$ cat src/rtl/fetch_pkg.sv
// Shared types and constants for the instruction fetch stage.
package fetch_pkg;

  localparam int unsigned ADDR_W_DEF = 8;
  localparam int unsigned DATA_W_DEF = 8;
  localparam logic [7:0]  RESET_PC_DEF = 8'h00;
  localparam logic [7:0]  HALT_WORD = 8'hFF;

  // Instruction word field positions
  localparam int unsigned OPC_MSB = 7;
  localparam int unsigned OPC_LSB = 5;
  localparam int unsigned FA_MSB  = 4;
  localparam int unsigned FA_LSB  = 2;
  localparam int unsigned FB_MSB  = 1;
  localparam int unsigned FB_LSB  = 0;

  typedef enum logic [1:0] {
    IDLE = 2'd0,
    RUN  = 2'd1,
    HALT = 2'd2
  } fetch_state_e;

  typedef struct packed {
    logic [DATA_W_DEF-1:0] data;
    logic [ADDR_W_DEF-1:0] pc;
  } fetch_entry_t;

  function automatic logic [OPC_MSB-OPC_LSB:0] inst_opcode(input logic [DATA_W_DEF-1:0] w);
    return w[OPC_MSB:OPC_LSB];
  endfunction

endpackage

$ cat src/rtl/fetch_if.sv
// Memory-read and decode-handshake bundle between fetch and its neighbours.
interface fetch_if #(
  parameter int unsigned ADDR_W = 8,
  parameter int unsigned DATA_W = 8
);
  logic [ADDR_W-1:0] mem_addr;
  logic [DATA_W-1:0] mem_read_data;
  logic              inst_valid;
  logic              inst_ready;
  logic [DATA_W-1:0] inst_data;
  logic [ADDR_W-1:0] inst_pc;

  modport master (
    output mem_addr,
    input  mem_read_data,
    output inst_valid,
    input  inst_ready,
    output inst_data,
    output inst_pc
  );

  modport slave (
    input  mem_addr,
    output mem_read_data,
    input  inst_valid,
    output inst_ready,
    input  inst_data,
    input  inst_pc
  );
endinterface

$ cat src/rtl/fetch_skid_fifo.sv
// Shift-style FIFO: the head entry always sits in slot 0 so the outputs come
// straight from flops. Supports same-cycle push+pop and a full flush.
module fetch_skid_fifo #(
  parameter int unsigned DEPTH = 2,
  parameter int unsigned W     = 16,
  localparam int unsigned CNT_W = $clog2(DEPTH + 1)
) (
  input  logic             clk,
  input  logic             rst,
  input  logic             push,
  input  logic [W-1:0]     wdata,
  input  logic             pop,
  input  logic             flush,
  output logic             valid,
  output logic [W-1:0]     head,
  output logic [CNT_W-1:0] count
);

  logic [W-1:0]     ent_q [DEPTH];
  logic [W-1:0]     ent_d [DEPTH];
  logic [CNT_W-1:0] cnt_q, cnt_d;
  logic [CNT_W-1:0] slot_c;
  logic             valid_q, valid_d;

  // Pop shifts everything down one slot; push lands in the first free slot.
  always_comb begin
    ent_d   = ent_q;
    cnt_d   = cnt_q;
    slot_c  = cnt_q;
    valid_d = 1'b0;
    if (flush) begin
      cnt_d = '0;
    end else begin
      if (pop && (cnt_q != '0)) begin
        for (int unsigned i = 0; i + 1 < DEPTH; i++) begin
          ent_d[i] = ent_q[i + 1];
        end
        slot_c = cnt_q - CNT_W'(1);
      end
      if (push && (slot_c < CNT_W'(DEPTH))) begin
        for (int unsigned i = 0; i < DEPTH; i++) begin
          if (CNT_W'(i) == slot_c) begin
            ent_d[i] = wdata;
          end
        end
        cnt_d = slot_c + CNT_W'(1);
      end else begin
        cnt_d = slot_c;
      end
    end
    valid_d = (cnt_d != '0);
  end

  always_ff @(posedge clk or posedge rst) begin
    if (rst) begin
      cnt_q   <= '0;
      valid_q <= 1'b0;
      for (int unsigned i = 0; i < DEPTH; i++) begin
        ent_q[i] <= '0;
      end
    end else begin
      cnt_q   <= cnt_d;
      valid_q <= valid_d;
      ent_q   <= ent_d;
    end
  end

  assign valid = valid_q;
  assign head  = ent_q[0];
  assign count = cnt_q;

endmodule

$ cat src/rtl/fetch_unit.sv
// Instruction fetch stage: PC, redirect, one-deep read pipeline into a skid FIFO.
// Optional halt-word detection is enabled with `define FETCH_HALT_DETECT_EN.
module fetch_unit
  import fetch_pkg::*;
#(
  parameter int unsigned       ADDR_W    = ADDR_W_DEF,
  parameter int unsigned       DATA_W    = DATA_W_DEF,
  parameter logic [ADDR_W-1:0] RESET_PC  = ADDR_W'(RESET_PC_DEF),
  parameter int unsigned       BUF_DEPTH = 2
) (
  input  logic              clk,
  input  logic              rst,
  input  logic              en,
  input  logic              redirect_valid,
  input  logic [ADDR_W-1:0] redirect_pc,
  fetch_if.master           bus,
  output logic              halted
);

  localparam int unsigned ENTRY_W = DATA_W + ADDR_W;
  localparam int unsigned CNT_W   = $clog2(BUF_DEPTH + 1);
  localparam int unsigned OCC_W   = CNT_W + 1;

  fetch_state_e      state_q, state_d;
  logic [ADDR_W-1:0] pc_q, pc_d;
  logic [ADDR_W-1:0] req_pc_q, req_pc_d;
  logic              inflight_q, inflight_d;
  logic              halted_q, halted_d;

  logic              head_valid;
  logic [ENTRY_W-1:0] head_entry;
  logic [CNT_W-1:0]  count_c;
  logic              pop_c;
  logic              push_c;
  logic              halt_hit_c;
  logic              issue_c;
  logic [OCC_W-1:0]  occ_c;

  assign pop_c  = head_valid & bus.inst_ready;
  assign push_c = inflight_q & ~redirect_valid;

`ifdef FETCH_HALT_DETECT_EN
  assign halt_hit_c = push_c && (bus.mem_read_data == DATA_W'(HALT_WORD));
`else
  assign halt_hit_c = 1'b0;
`endif

  // Occupancy after this edge's pop must leave room for the read about to issue.
  assign occ_c   = OCC_W'(count_c) + OCC_W'(inflight_q) - OCC_W'(pop_c);
  assign issue_c = (state_q == RUN) && !redirect_valid && !halt_hit_c &&
                   (occ_c < OCC_W'(BUF_DEPTH));

  always_comb begin
    state_d    = state_q;
    pc_d       = pc_q;
    req_pc_d   = req_pc_q;
    inflight_d = 1'b0;
    halted_d   = halted_q;
    if (redirect_valid) begin
      state_d  = en ? RUN : IDLE;
      pc_d     = redirect_pc;
      halted_d = 1'b0;
    end else if (halt_hit_c) begin
      state_d  = HALT;
      halted_d = 1'b1;
      pc_d     = req_pc_q + ADDR_W'(1);
    end else begin
      if (state_q != HALT) begin
        state_d = en ? RUN : IDLE;
      end
      if (issue_c) begin
        inflight_d = 1'b1;
        req_pc_d   = pc_q;
        pc_d       = pc_q + ADDR_W'(1);
      end
    end
  end

  always_ff @(posedge clk or posedge rst) begin
    if (rst) begin
      state_q    <= IDLE;
      pc_q       <= RESET_PC;
      req_pc_q   <= '0;
      inflight_q <= 1'b0;
      halted_q   <= 1'b0;
    end else begin
      state_q    <= state_d;
      pc_q       <= pc_d;
      req_pc_q   <= req_pc_d;
      inflight_q <= inflight_d;
      halted_q   <= halted_d;
    end
  end

  fetch_skid_fifo #(
    .DEPTH (BUF_DEPTH),
    .W     (ENTRY_W)
  ) u_fifo (
    .clk   (clk),
    .rst   (rst),
    .push  (push_c),
    .wdata ({bus.mem_read_data, req_pc_q}),
    .pop   (pop_c),
    .flush (redirect_valid),
    .valid (head_valid),
    .head  (head_entry),
    .count (count_c)
  );

  assign bus.mem_addr   = pc_q;
  assign bus.inst_valid = head_valid;
  assign bus.inst_data  = head_entry[ENTRY_W-1:ADDR_W];
  assign bus.inst_pc    = head_entry[ADDR_W-1:0];
  assign halted         = halted_q;

endmodule

$ cat src/flat_wrapper.sv
// flat-port wrapper written by rule: the top's interface ports become plain ports
module fetch_unit_flat import fetch_pkg::*;
#(
  parameter int unsigned       ADDR_W    = ADDR_W_DEF,
  parameter int unsigned       DATA_W    = DATA_W_DEF,
  parameter logic [ADDR_W-1:0] RESET_PC  = ADDR_W'(RESET_PC_DEF),
  parameter int unsigned       BUF_DEPTH = 2
)
  (clk, rst, en, redirect_valid, redirect_pc, halted, bus_mem_addr, bus_mem_read_data, bus_inst_valid, bus_inst_ready, bus_inst_data, bus_inst_pc);
  fetch_if #(.ADDR_W(ADDR_W), .DATA_W(DATA_W)) bus_i ();
  input  logic clk;
  input  logic rst;
  input  logic en;
  input  logic redirect_valid;
  input  logic [ADDR_W-1:0] redirect_pc;
  output logic halted;
  output wire logic [$bits(bus_i.mem_addr)-1:0] bus_mem_addr;
  input wire logic [$bits(bus_i.mem_read_data)-1:0] bus_mem_read_data;
  output wire logic [$bits(bus_i.inst_valid)-1:0] bus_inst_valid;
  input wire logic [$bits(bus_i.inst_ready)-1:0] bus_inst_ready;
  output wire logic [$bits(bus_i.inst_data)-1:0] bus_inst_data;
  output wire logic [$bits(bus_i.inst_pc)-1:0] bus_inst_pc;
  assign bus_mem_addr = bus_i.mem_addr;
  assign bus_i.mem_read_data = bus_mem_read_data;
  assign bus_inst_valid = bus_i.inst_valid;
  assign bus_i.inst_ready = bus_inst_ready;
  assign bus_inst_data = bus_i.inst_data;
  assign bus_inst_pc = bus_i.inst_pc;
  fetch_unit #(.ADDR_W(ADDR_W), .DATA_W(DATA_W), .RESET_PC(RESET_PC), .BUF_DEPTH(BUF_DEPTH)) u_core (.clk(clk), .rst(rst), .en(en), .redirect_valid(redirect_valid), .redirect_pc(redirect_pc), .bus(bus_i), .halted(halted));
endmodule
$ cat config.mk
export PLATFORM = sky130hd
export DESIGN_NAME = fetch_unit_flat
export DESIGN_NICKNAME = d
export VERILOG_FILES = /design/src/rtl/fetch_pkg.sv /design/src/rtl/fetch_if.sv /design/src/rtl/fetch_skid_fifo.sv /design/src/rtl/fetch_unit.sv /design/src/flat_wrapper.sv
export SDC_FILE = /design/constraint.sdc
export NUM_CORES = 1
export LEC_CHECK = 0
export ABC_AREA = 1
export CAP_MARGIN = 20
export CORE_ASPECT_RATIO = 1.5
export CORE_MARGIN = 5
export CORE_UTILIZATION = 54
export DETAILED_ROUTE_END_ITERATION = 12
export PLACE_DENSITY = 0.8
export SLEW_MARGIN = 10
export SYNTH_ARGS = -nofsm -noshare
export SYNTH_HDL_FRONTEND = slang
export SYNTH_SLANG_ARGS = --single-unit
$ cat constraint.sdc
create_clock -name clk -period 2.75 [get_ports clk]
set_input_delay 0.55 -clock clk [delete_from_list [all_inputs] [get_ports clk]]
set_output_delay 0.55 -clock clk [all_outputs]
set_load 0.01 [all_outputs]
# ---- Yosys cells after proc, flatten, opt, wreduce, memory -nomap -nowiden
# Index checks and enable logic that the tools add are counted.
dict set report totals {
  register_bits 54
  input_bits 21
  out_inout_bits 26
  word_cells 48
}
dict set report classes {
  addsub 5
  order_cmp 2
  eq_ne 3
  muxes 15
  bitwise 3
  n_reduce_logical 12
}
# operator count
set ops {}
lappend ops {{2-to-1 mux 16 bit} 3}
lappend ops {{2-to-1 mux 32 bit} 1}
lappend ops {{2-to-1 mux 8 bit} 2}
lappend ops {{2-to-1 mux 2 bit} 6}
lappend ops {{adder 8 x 1 -> 8 bit, second input constant} 1}
lappend ops {{nonzero test 2 bit} 4}
lappend ops {{logical AND 1 bit} 4}
lappend ops {{adder 2 x 1 -> 3 bit} 1}
lappend ops {{< comparator 3 x 2 -> 1 bit, second input constant} 1}
lappend ops {{2-to-1 mux 1 bit} 3}
lappend ops {{AND reduction 3 bit} 1}
lappend ops {{subtractor 3 x 1 -> 3 bit} 1}
lappend ops {{adder 2 x 1 -> 2 bit, second input constant} 1}
lappend ops {{AND 1 bit} 2}
lappend ops {{equality test 1 x 2 -> 1 bit, first input constant} 1}
lappend ops {{equality test 2 x 1 -> 1 bit, second input constant} 1}
lappend ops {{zero test 2 bit} 1}
lappend ops {{< comparator 2 bit, second input constant} 1}
lappend ops {{!= test 2 bit, second input constant} 1}
lappend ops {{AND reduction 2 bit} 1}
lappend ops {{subtractor 2 x 1 -> 2 bit, second input constant} 1}
lappend ops {{zero test 1 bit} 1}
lappend ops {{NOT 1 bit} 1}

# ---- Logic depth before layout (Yosys ltp)
# Gate-level depths: netlist of the first run.
dict set report depth {
  ltp_word 9
  mapped_depth 15
  ltp_nobuf 12
}

# ---- Hierarchy
# A second synthesis of the first run with hierarchy kept.
dict set report hier_totals {
  hier_cells 427
  area_unflattened_um2 3193.1
}
# module n_inst cells_per_inst area_each_um2 seq_area_each_um2
set by_module_without_submodules {}
lappend by_module_without_submodules {fetch_skid_fifo 1 304 2189.6 875.8}
lappend by_module_without_submodules {fetch_unit 1 123 1003.5 450.4}

# ---- Worst setup path after synthesis of the first run
# No wires, ideal clock.
dict set report synth_timing {
  kind {in2reg}
  from {input bus_inst_ready}
  to {register u_core.pc_q[2], in the netlist u_core.bus.mem_addr[2]}
  setup_ps 133
  t_arrival_ps 2271
  required_ps 2617
  setup_slack_ps 345
  stages 12
  path_buffers 0
  path_cell_list {nand2_1 > inv_1 > ha_1 > or2_2 > fa_1 > nand2_1 > nor2_1 > nand2_1 > nand2_1 > inv_1 > nand2_1 > o211ai_1}
}
dict set report synth_between {
  elab_chain_len 5
}
# element line_no
set synth_lines {}
lappend synth_lines {{from (decl)} flat_wrapper.sv:20} ;# input wire logic [$bits(bus_i.inst_ready)-1:0] bus_inst_ready;
lappend synth_lines {{AND 1 bit} fetch_unit.sv:39} ;# assign pop_c = head_valid & bus.inst_ready;
lappend synth_lines {{subtractor 3 x 1 -> 3 bit} fetch_unit.sv:49} ;# assign occ_c = OCC_W'(count_c) + OCC_W'(inflight_q) - OCC_W'(pop_c);
lappend synth_lines {{< comparator 3 x 2 -> 1 bit} fetch_unit.sv:51} ;# (occ_c < OCC_W'(BUF_DEPTH));
lappend synth_lines {{logical AND 1 bit} fetch_unit.sv:50} ;# assign issue_c = (state_q == RUN) && !redirect_valid && !halt_hit_c &&
lappend synth_lines {{nonzero test 2 bit (no line)} n/a}
lappend synth_lines {{to (signal assigned)} fetch_unit.sv:88} ;# pc_q <= pc_d;
lappend synth_lines {{to (decl)} fetch_unit.sv:25} ;# logic [ADDR_W-1:0] pc_q, pc_d;
# Every way passes these cells.
# A chain may end at the register's enable or synchronous reset.

# ---- Final worst setup path of the first run
dict set report layout_timing {
  from {register u_core.u_fifo.valid_q, in the netlist u_core.u_fifo.valid}
  to {register u_core.pc_q[4], in the netlist u_core.bus.mem_addr[4]}
}
dict set report layout_between {
  elab_chain_len 5
}
# element line_no
set layout_lines {}
lappend layout_lines {{from (decl)} fetch_skid_fifo.sv:23} ;# logic valid_q, valid_d;
lappend layout_lines {{from (signal assigned)} fetch_skid_fifo.sv:63} ;# valid_q <= valid_d;
lappend layout_lines {{AND 1 bit} fetch_unit.sv:39}
lappend layout_lines {{subtractor 3 x 1 -> 3 bit} fetch_unit.sv:49}
lappend layout_lines {{< comparator 3 x 2 -> 1 bit} fetch_unit.sv:51}
lappend layout_lines {{logical AND 1 bit} fetch_unit.sv:50}
lappend layout_lines {{nonzero test 2 bit (no line)} n/a}
# Every way passes these cells.

==> results.py, run 1 <==
metrics = {
    "critical_path": {
        "worstPathCellList": "nand2_1 -> inv_1 -> ha_1 -> or2_2 -> fa_1 -> nand2_1 -> nor2_2 -> nand2_4 -> buf_8 -> a21oi_1 -> o21ai_0 -> nand3_1",
        "cp_common_cell": "nand2_1",
        "reg2reg_setup_slack_ps": 250,
        "crit_required_ps": 2990,
        "max_stage_delay_ps": 510,
        "cp-end-kind": "flop",
        "reg2reg_depth": 12,
        "cp_max_fo": 7,
        "r2r_end": "u_core.bus.mem_addr[4]$_DFFE_PP0P_",
        "startpoint_type": "flop",
        "critPathLaunch": "u_core.u_fifo.valid$_DFF_PP0_",
        "cpMaxStageDelayCell": "fa_1",
        "r2r-start": "u_core.u_fifo.valid$_DFF_PP0_",
        "cp.arrival_ps": 2740,
        "crit_end": "u_core.bus.mem_addr[4]$_DFFE_PP0P_",
        "criticalPathCategory": "flop to flop",
    },
    "sta": {
        "final-max-slew-violation-count": 0,
        "tightest_slew_ps": 577,
        "report.final.hold_viol_count": 0,
        "finalClockSkew_ps": 8.59,
        "slew-limit-headroom_pct": 61.4,
        "setup_viol": 0,
        "fin_crit_sh_pct": 90.8,
        "max_freq_mhz": 401,
        "whs_ps": 499,
        "fin_crit_ps": 2500,
        "rsz0062_at_grt": "false",
    },
    "synthesis": {
        "synth-seq-cells": 53,
        "synth_top_area_share_pct": 43.8,
        "synthArstFlopShare_pct": 100,
        "synth_edf_count": 0,
        "yosysTopAreaCell": "dfrtp_1",
        "netlist_instances": 386,
        "ys.flop_type": "dfrtp_1",
        "yosys_warnings": 0,
        "synthesis.nets": 413,
        "yosys-top-cells-area": "dfrtp_1 (44%), nand2_1 (14%), inv_1 (8.1%)",
        "syn_area_per_cell_sq_um": 7.84,
        "ys_types": 29,
        "ys_seq_area_share_pct": 43.8,
        "synth_area_sq_mm": 0.00303,
    },
    "detailed_routing": {
        "viasPerCell": 5.13,
        "drt_iter0_drc": 186,
        "dr_total_vias": 2502,
        "ant_nets": 0,
        "wirelength_um": 6340,
        "drc": 0,
        "dr.pass1.iters": 4,
        "routedWlPerCell_um": 13.0,
    },
    "clocking": {
        "cts_tree": "yes",
        "cts.sinks": 53,
        "root_buffer": "clkbuf_8",
        "clk_pin_slew_ps": 90,
        "htreeDepth": 2,
        "cts_buffers": 5,
        "post_cts_buffers": 0,
        "clock_latency_ps": 310,
        "clock_path_buffers": 2,
    },
    "power_and_ir_drop": {
        "cellPowerDensity_mw_per_mm2": 911,
        "power_leakage_uw": 0.00179,
        "peakVddDrop_mv": 0.515,
    },
    "grt": {
        "track_usage_pct": 18.9,
        "grt_pass1_wl_um": 11100,
        "antenna_found_initial": 0,
        "grt-ovfl-total": 0,
        "grt_max_degree": 33,
        "grt_pass1_vias": 2523,
    },
    "floorplanning": {
        "dieArea_sq_mm": 0.00723,
        "ios": 47,
        "coreArea_sq_mm": 0.00545,
        "fp.dieH_um": 102,
        "rows": 33,
        "initial_core_util_pct": 55.5,
        "die_x_um": 71.1,
    },
    "finish": {
        "syn_to_final_growth_pct": 18.3,
        "layout_common_cells": "nand2_1 (112), inv_1 (64), dfrtp_1 (53)",
        "fin_util_pct": 65.7,
        "drive_gt1_share_pct": 9.33,
        "final_common_cell": "nand2_1",
        "final_nets": 445,
        "diodes": 0,
    },
    "outcome": {
        "outcome": "completed",
    },
    "placement": {
        "port_buffers": 45,
        "gp_congestion": 0.800,
        "hpwl_um": 4470,
    },
    "flow_run": {
        "max_cap_viol_count": 0,
    },
    "hold_path": {
        "min_path_type": "flop to flop",
    },
}
## cells in the mapped netlist, types with 3 or more instances
master / number
buf_4: 18
o21ai_0: 38
o21ai_2: 6
clkbuf_1: 7
xor2_1: 3
dfrtp_1: 53
inv_1: 65
buf_2: 3
buf_6: 5
nand4_1: 18
ha_1: 5
nand2_1: 114
o211ai_1: 3
nand3_1: 27
## power by group
| group | total (uW) | switching (uW) | internal (uW) |
|---|---|---|---|
| sequential | 1310 | 215 | 1100 |
| clock | 444 | 243 | 200 |
| combinational | 1500 | 816 | 688 |
## kinds of logic (layout without fill, tap and decap cells)
logic type,count (synthesis),after routing,synth area share [%]
AND/OR/NAND/NOR,170,170,26.1
adder cells (fa/ha/maj),6,6,2.73
other,1,1,0.124
flip-flops,53,53,43.8
AO/OA/AOI/OAI,50,50,9.26
XOR/XNOR,5,5,1.45
buffers and inverters,101,133,16.5
## layer usage
| layer | GRT usage, % | part of all wire [%] | up-vias |
|---|---|---|---|
| met5 | 0 | 0 | - |
| met4 | 6.08 | 1.8 | 0 |
| met3 | 3.18 | 4.7 | 10 |
| met2 | 34.7 | 52 | 72 |
| met1 | 22.3 | 41 | 1168 |
| li1 | - | - | 1252 |
## worst min path at each step
stage	depth (start not counted)	slack [ps]	endpoint	from
after floorplan	2	450	u_core.u_fifo.ent_q[1]$_DFFE_PP0P_	u_core.req_pc_q[1]$_DFFE_PP0P_
after global placement	2	460	u_core.u_fifo.ent_q[2]$_DFFE_PP0P_	u_core.req_pc_q[2]$_DFFE_PP0P_
after detailed placement	2	470	u_core.u_fifo.ent_q[1]$_DFFE_PP0P_	u_core.req_pc_q[1]$_DFFE_PP0P_
after CTS	2	500	u_core.u_fifo.ent_q[1]$_DFFE_PP0P_	u_core.req_pc_q[1]$_DFFE_PP0P_
after global routing	2	540	u_core.u_fifo.ent_q[1]$_DFFE_PP0P_	u_core.req_pc_q[1]$_DFFE_PP0P_
final	2	500	u_core.u_fifo.ent_q[1]$_DFFE_PP0P_	u_core.req_pc_q[1]$_DFFE_PP0P_
## worst max-delay path, delay by kind of cell (launching register included)
kind	cells	cell delay, ps
adder cells (fa/ha/maj)	2	780
buffers and inverters	2	200
flip-flops	1	430
AND/OR/NAND/NOR	6	840
AO/OA/AOI/OAI	2	200
## metrics by stage
stage | power [uW] | setup TNS, ps | std cells | instance area [sq um] | setup slack [ps]
floorplan | 2370 | 0 | 386 | 3030 | 345
global placement | 2720 | -2240 | 479 | 3430 | -209
detailed placement | 2780 | -2630 | 479 | 3430 | -239
CTS | 3230 | 0 | 486 | 3520 | 45.5
global route | 3540 | 0 | 488 | 3580 | 90.6
finish | 3260 | 0 | 488 | 3580 | 254
## registers in the layout, summed over array words and instances (netlist names)
register             cells
u_core.u_fifo.ent_q     16
u_core.u_fifo.head      16
u_core.bus.mem_addr      8
u_core.req_pc_q          8
u_core.u_fifo.count      2
u_core.inflight_q        1
u_core.state_q           1
u_core.u_fifo.valid      1
## cell type report
type,instances,area [sq um]
Fill cell,461,1870
Sequential cell,53,1330
Multi-Input combinational cell,232,1220
Timing Repair Buffer,58,601
Inverter,67,255
Tap cell,70,87.6
Clock buffer,7,86.3
Timing Repair inverter,1,5.00
## repair_timing
item / in CTS / in global routing
hold buffers: 0 / 0
gates resized for setup: 0 / 9
endpoints found under the setup margin: 0 / 16
endpoints found under the hold margin: 0 / 0
Power figures use the tool's default switching activity.
==> run 2: changes to the inputs <==
--- a/config.mk
+++ b/config.mk
@@ -10,6 +10,7 @@
 export CORE_ASPECT_RATIO = 1.5
 export CORE_MARGIN = 5
 export CORE_UTILIZATION = 54
+export CTS_CLUSTER_SIZE = 10
 export DETAILED_ROUTE_END_ITERATION = 12
 export PLACE_DENSITY = 0.8
 export SLEW_MARGIN = 10
==> results of run 2 <==
Final layout, timing and power as in run 1 (identical DEF).
==> run 3: changes to the inputs <==
--- a/config.mk
+++ b/config.mk
@@ -9,10 +9,11 @@
 export CAP_MARGIN = 20
 export CORE_ASPECT_RATIO = 1.5
 export CORE_MARGIN = 5
-export CORE_UTILIZATION = 54
+export CORE_UTILIZATION = 62
 export CTS_CLUSTER_SIZE = 10
 export DETAILED_ROUTE_END_ITERATION = 12
-export PLACE_DENSITY = 0.8
+export DONT_BUFFER_PORTS = 1
+export PLACE_DENSITY = 0.79
 export SLEW_MARGIN = 10
 export SYNTH_ARGS = -nofsm -noshare
 export SYNTH_HDL_FRONTEND = slang
==> results.py, run 3 (synthesis gave the netlist of run 1 again) <==
metrics = {
    "outcome": {
        "outcome": "completed",
    },
    "sta": {
        "fin_ws_ps": 306,
        "max_freq_mhz": 409,
        "rsz0062_at_grt": "false",
        "setup_viol": 0,
        "fin_crit_ps": 2440,
        "final-max-slew-violation-count": 0,
        "finalClockSkew_ps": 11.3,
        "slew-limit-headroom_pct": 51.8,
        "fin_crit_sh_pct": 88.9,
        "report.final.hold_viol_count": 0,
        "fin_setup_tns_ps": 0,
        "tightest_slew_ps": 721,
    },
    "placement": {
        "placed_cells": 425,
        "dpl_cell_area_sq_mm": 0.00291,
        "port_buffers": 0,
        "place_ws_ps": 259,
        "hpwl_um": 4070,
        "gp_congestion": 0.801,
    },
    "finish": {
        "multi_input_area_sq_mm": 0.00120,
        "final_common_cell": "nand2_1",
        "fin_area_sq_mm": 0.00301,
        "fill_cells": 436,
        "diodes": 0,
        "final_nets": 393,
        "drive_gt1_share_pct": 8.17,
        "layout_common_cells": "nand2_1 (114), inv_1 (64), dfrtp_1 (53)",
        "seq_area_sq_mm": 0.00133,
        "syn_to_final_growth_pct": -0.538,
        "layoutNonFillerInstCount": 433,
    },
    "critical_path": {
        "cp_max_fo": 17,
        "cp-end-kind": "flop",
        "startpoint_type": "flop",
        "cp.arrival_ps": 2700,
        "crit_required_ps": 3010,
        "criticalPathCategory": "flop to flop",
    },
    "detailed_routing": {
        "ant_nets": 0,
        "dr_total_vias": 2268,
        "wirelength_um": 6010,
        "viasPerCell": 5.24,
        "routedWlPerCell_um": 13.9,
        "drt_iter0_drc": 137,
        "drc": 0,
        "dr.pass1.iters": 4,
    },
    "power_and_ir_drop": {
        "cellPowerDensity_mw_per_mm2": 970,
        "switching_share_pct": 41.9,
        "p_comb_share_pct": 36.2,
        "p_int_uw": 1700,
        "power_leakage_uw": 0.00157,
        "peakVddDrop_mv": 0.443,
        "power_frac_clock_pct": 15.9,
        "p_seq_share_pct": 47.9,
        "switchingPower_uw": 1220,
    },
    "clocking": {
        "post_cts_buffers": 0,
        "cts_tree": "yes",
        "htreeDepth": 2,
        "root_buffer": "clkbuf_8",
        "clock_path_buffers": 2,
        "cts_buffers": 5,
        "clk_pin_slew_ps": 90,
        "ctsResizeCount": 0,
        "holdBufCountCts": 0,
        "cts.sinks": 53,
        "clock_latency_ps": 310,
    },
    "floorplanning": {
        "ios": 47,
        "initial_core_util_pct": 63.4,
        "die_x_um": 67.0,
        "dieArea_sq_mm": 0.00641,
        "coreArea_sq_mm": 0.00477,
        "rows": 31,
        "fp.dieH_um": 95.6,
    },
    "hold_path": {
        "min_path_type": "input pin to flop",
    },
    "flow_run": {
        "max_cap_viol_count": 0,
    },
    "grt": {
        "grt_pass1_vias": 2340,
        "grt_max_degree": 54,
        "track_usage_pct": 21.2,
        "grt-ovfl-total": 0,
        "antenna_found_initial": 0,
        "grt_pass1_wl_um": 10500,
    },
}
==> run 3: final timing paths <==
check,endpoint,startpoint,cells past startpoint,slack [ps]
worst max register to register,u_core.u_fifo.head[7]$_DFFE_PP0N_,u_core.u_fifo.count[1]$_DFF_PP0_,11,310
worst min-delay path,u_core.state_q[0]$_DFF_PP0_,en,0,270
worst min register to register,u_core.u_fifo.ent_q[1]$_DFFE_PP0P_,u_core.req_pc_q[1]$_DFFE_PP0P_,2,480
min in group asynchronous,u_core.u_fifo.valid$_DFF_PP0_,rst,2,290
max in group asynchronous,u_core.u_fifo.ent_q[14]$_DFFE_PP0P_,rst,2,2020
worst max-delay path,u_core.u_fifo.head[7]$_DFFE_PP0N_,u_core.u_fifo.count[1]$_DFF_PP0_,11,310
==> run 3: metal layers <==
| layer | up-vias | routed length (um) | global-route usage (%) |
|---|---|---|---|
| met5 | - | 0 | 0 |
| met3 | 7 | 389 | 5.42 |
| met4 | 0 | 99 | 7.11 |
| met1 | 1053 | 2470 | 25.9 |
| li1 | 1149 | - | - |
| met2 | 59 | 3050 | 36.1 |
==> run 3: cell type report <==
cell class / count / area share [%]
multi-input cells: 232 / 39.9
repair buffers: 7 / 1.75
flip-flops and latches: 53 / 44.1
clock buffers: 6 / 2.74
clock inverters: 2 / 0.457
well taps: 66 / 2.74
inverters: 67 / 8.36
==> run 3: power groups by stage <==
stage / registers (uW) / logic, uW / clock network, uW
6_report: 1400 / 1060 / 465
5_1_grt: 1450 / 1230 / 503
4_1_cts: 1400 / 1070 / 470
3_5_place_dp: 1420 / 1060 / 0
3_3_place_gp: 1400 / 1010 / 0
2_1_floorplan: 1290 / 1080 / 0
==> run 3: worst max-delay path, cell delays in order (launching register included) <==
cell and delay (ps):
dfrtp_1 430, inv_1 90, ha_1 180, inv_1 100
nand3_4 180, xor2_1 220, inv_1 100, ha_1 490
nand3_4 300, nand2_1 150, nand3_1 80, nand2_1 60
==> run 3: through the flow <==
step,hold WS [ps],util [%],total power (uW)
final,267,63.1,2920
after global routing,251,63.1,3180
after CTS,261,63.1,2940
after detailed placement,472,61.1,2470
after global placement,458,61.1,2410
after floorplan,455,-,2370
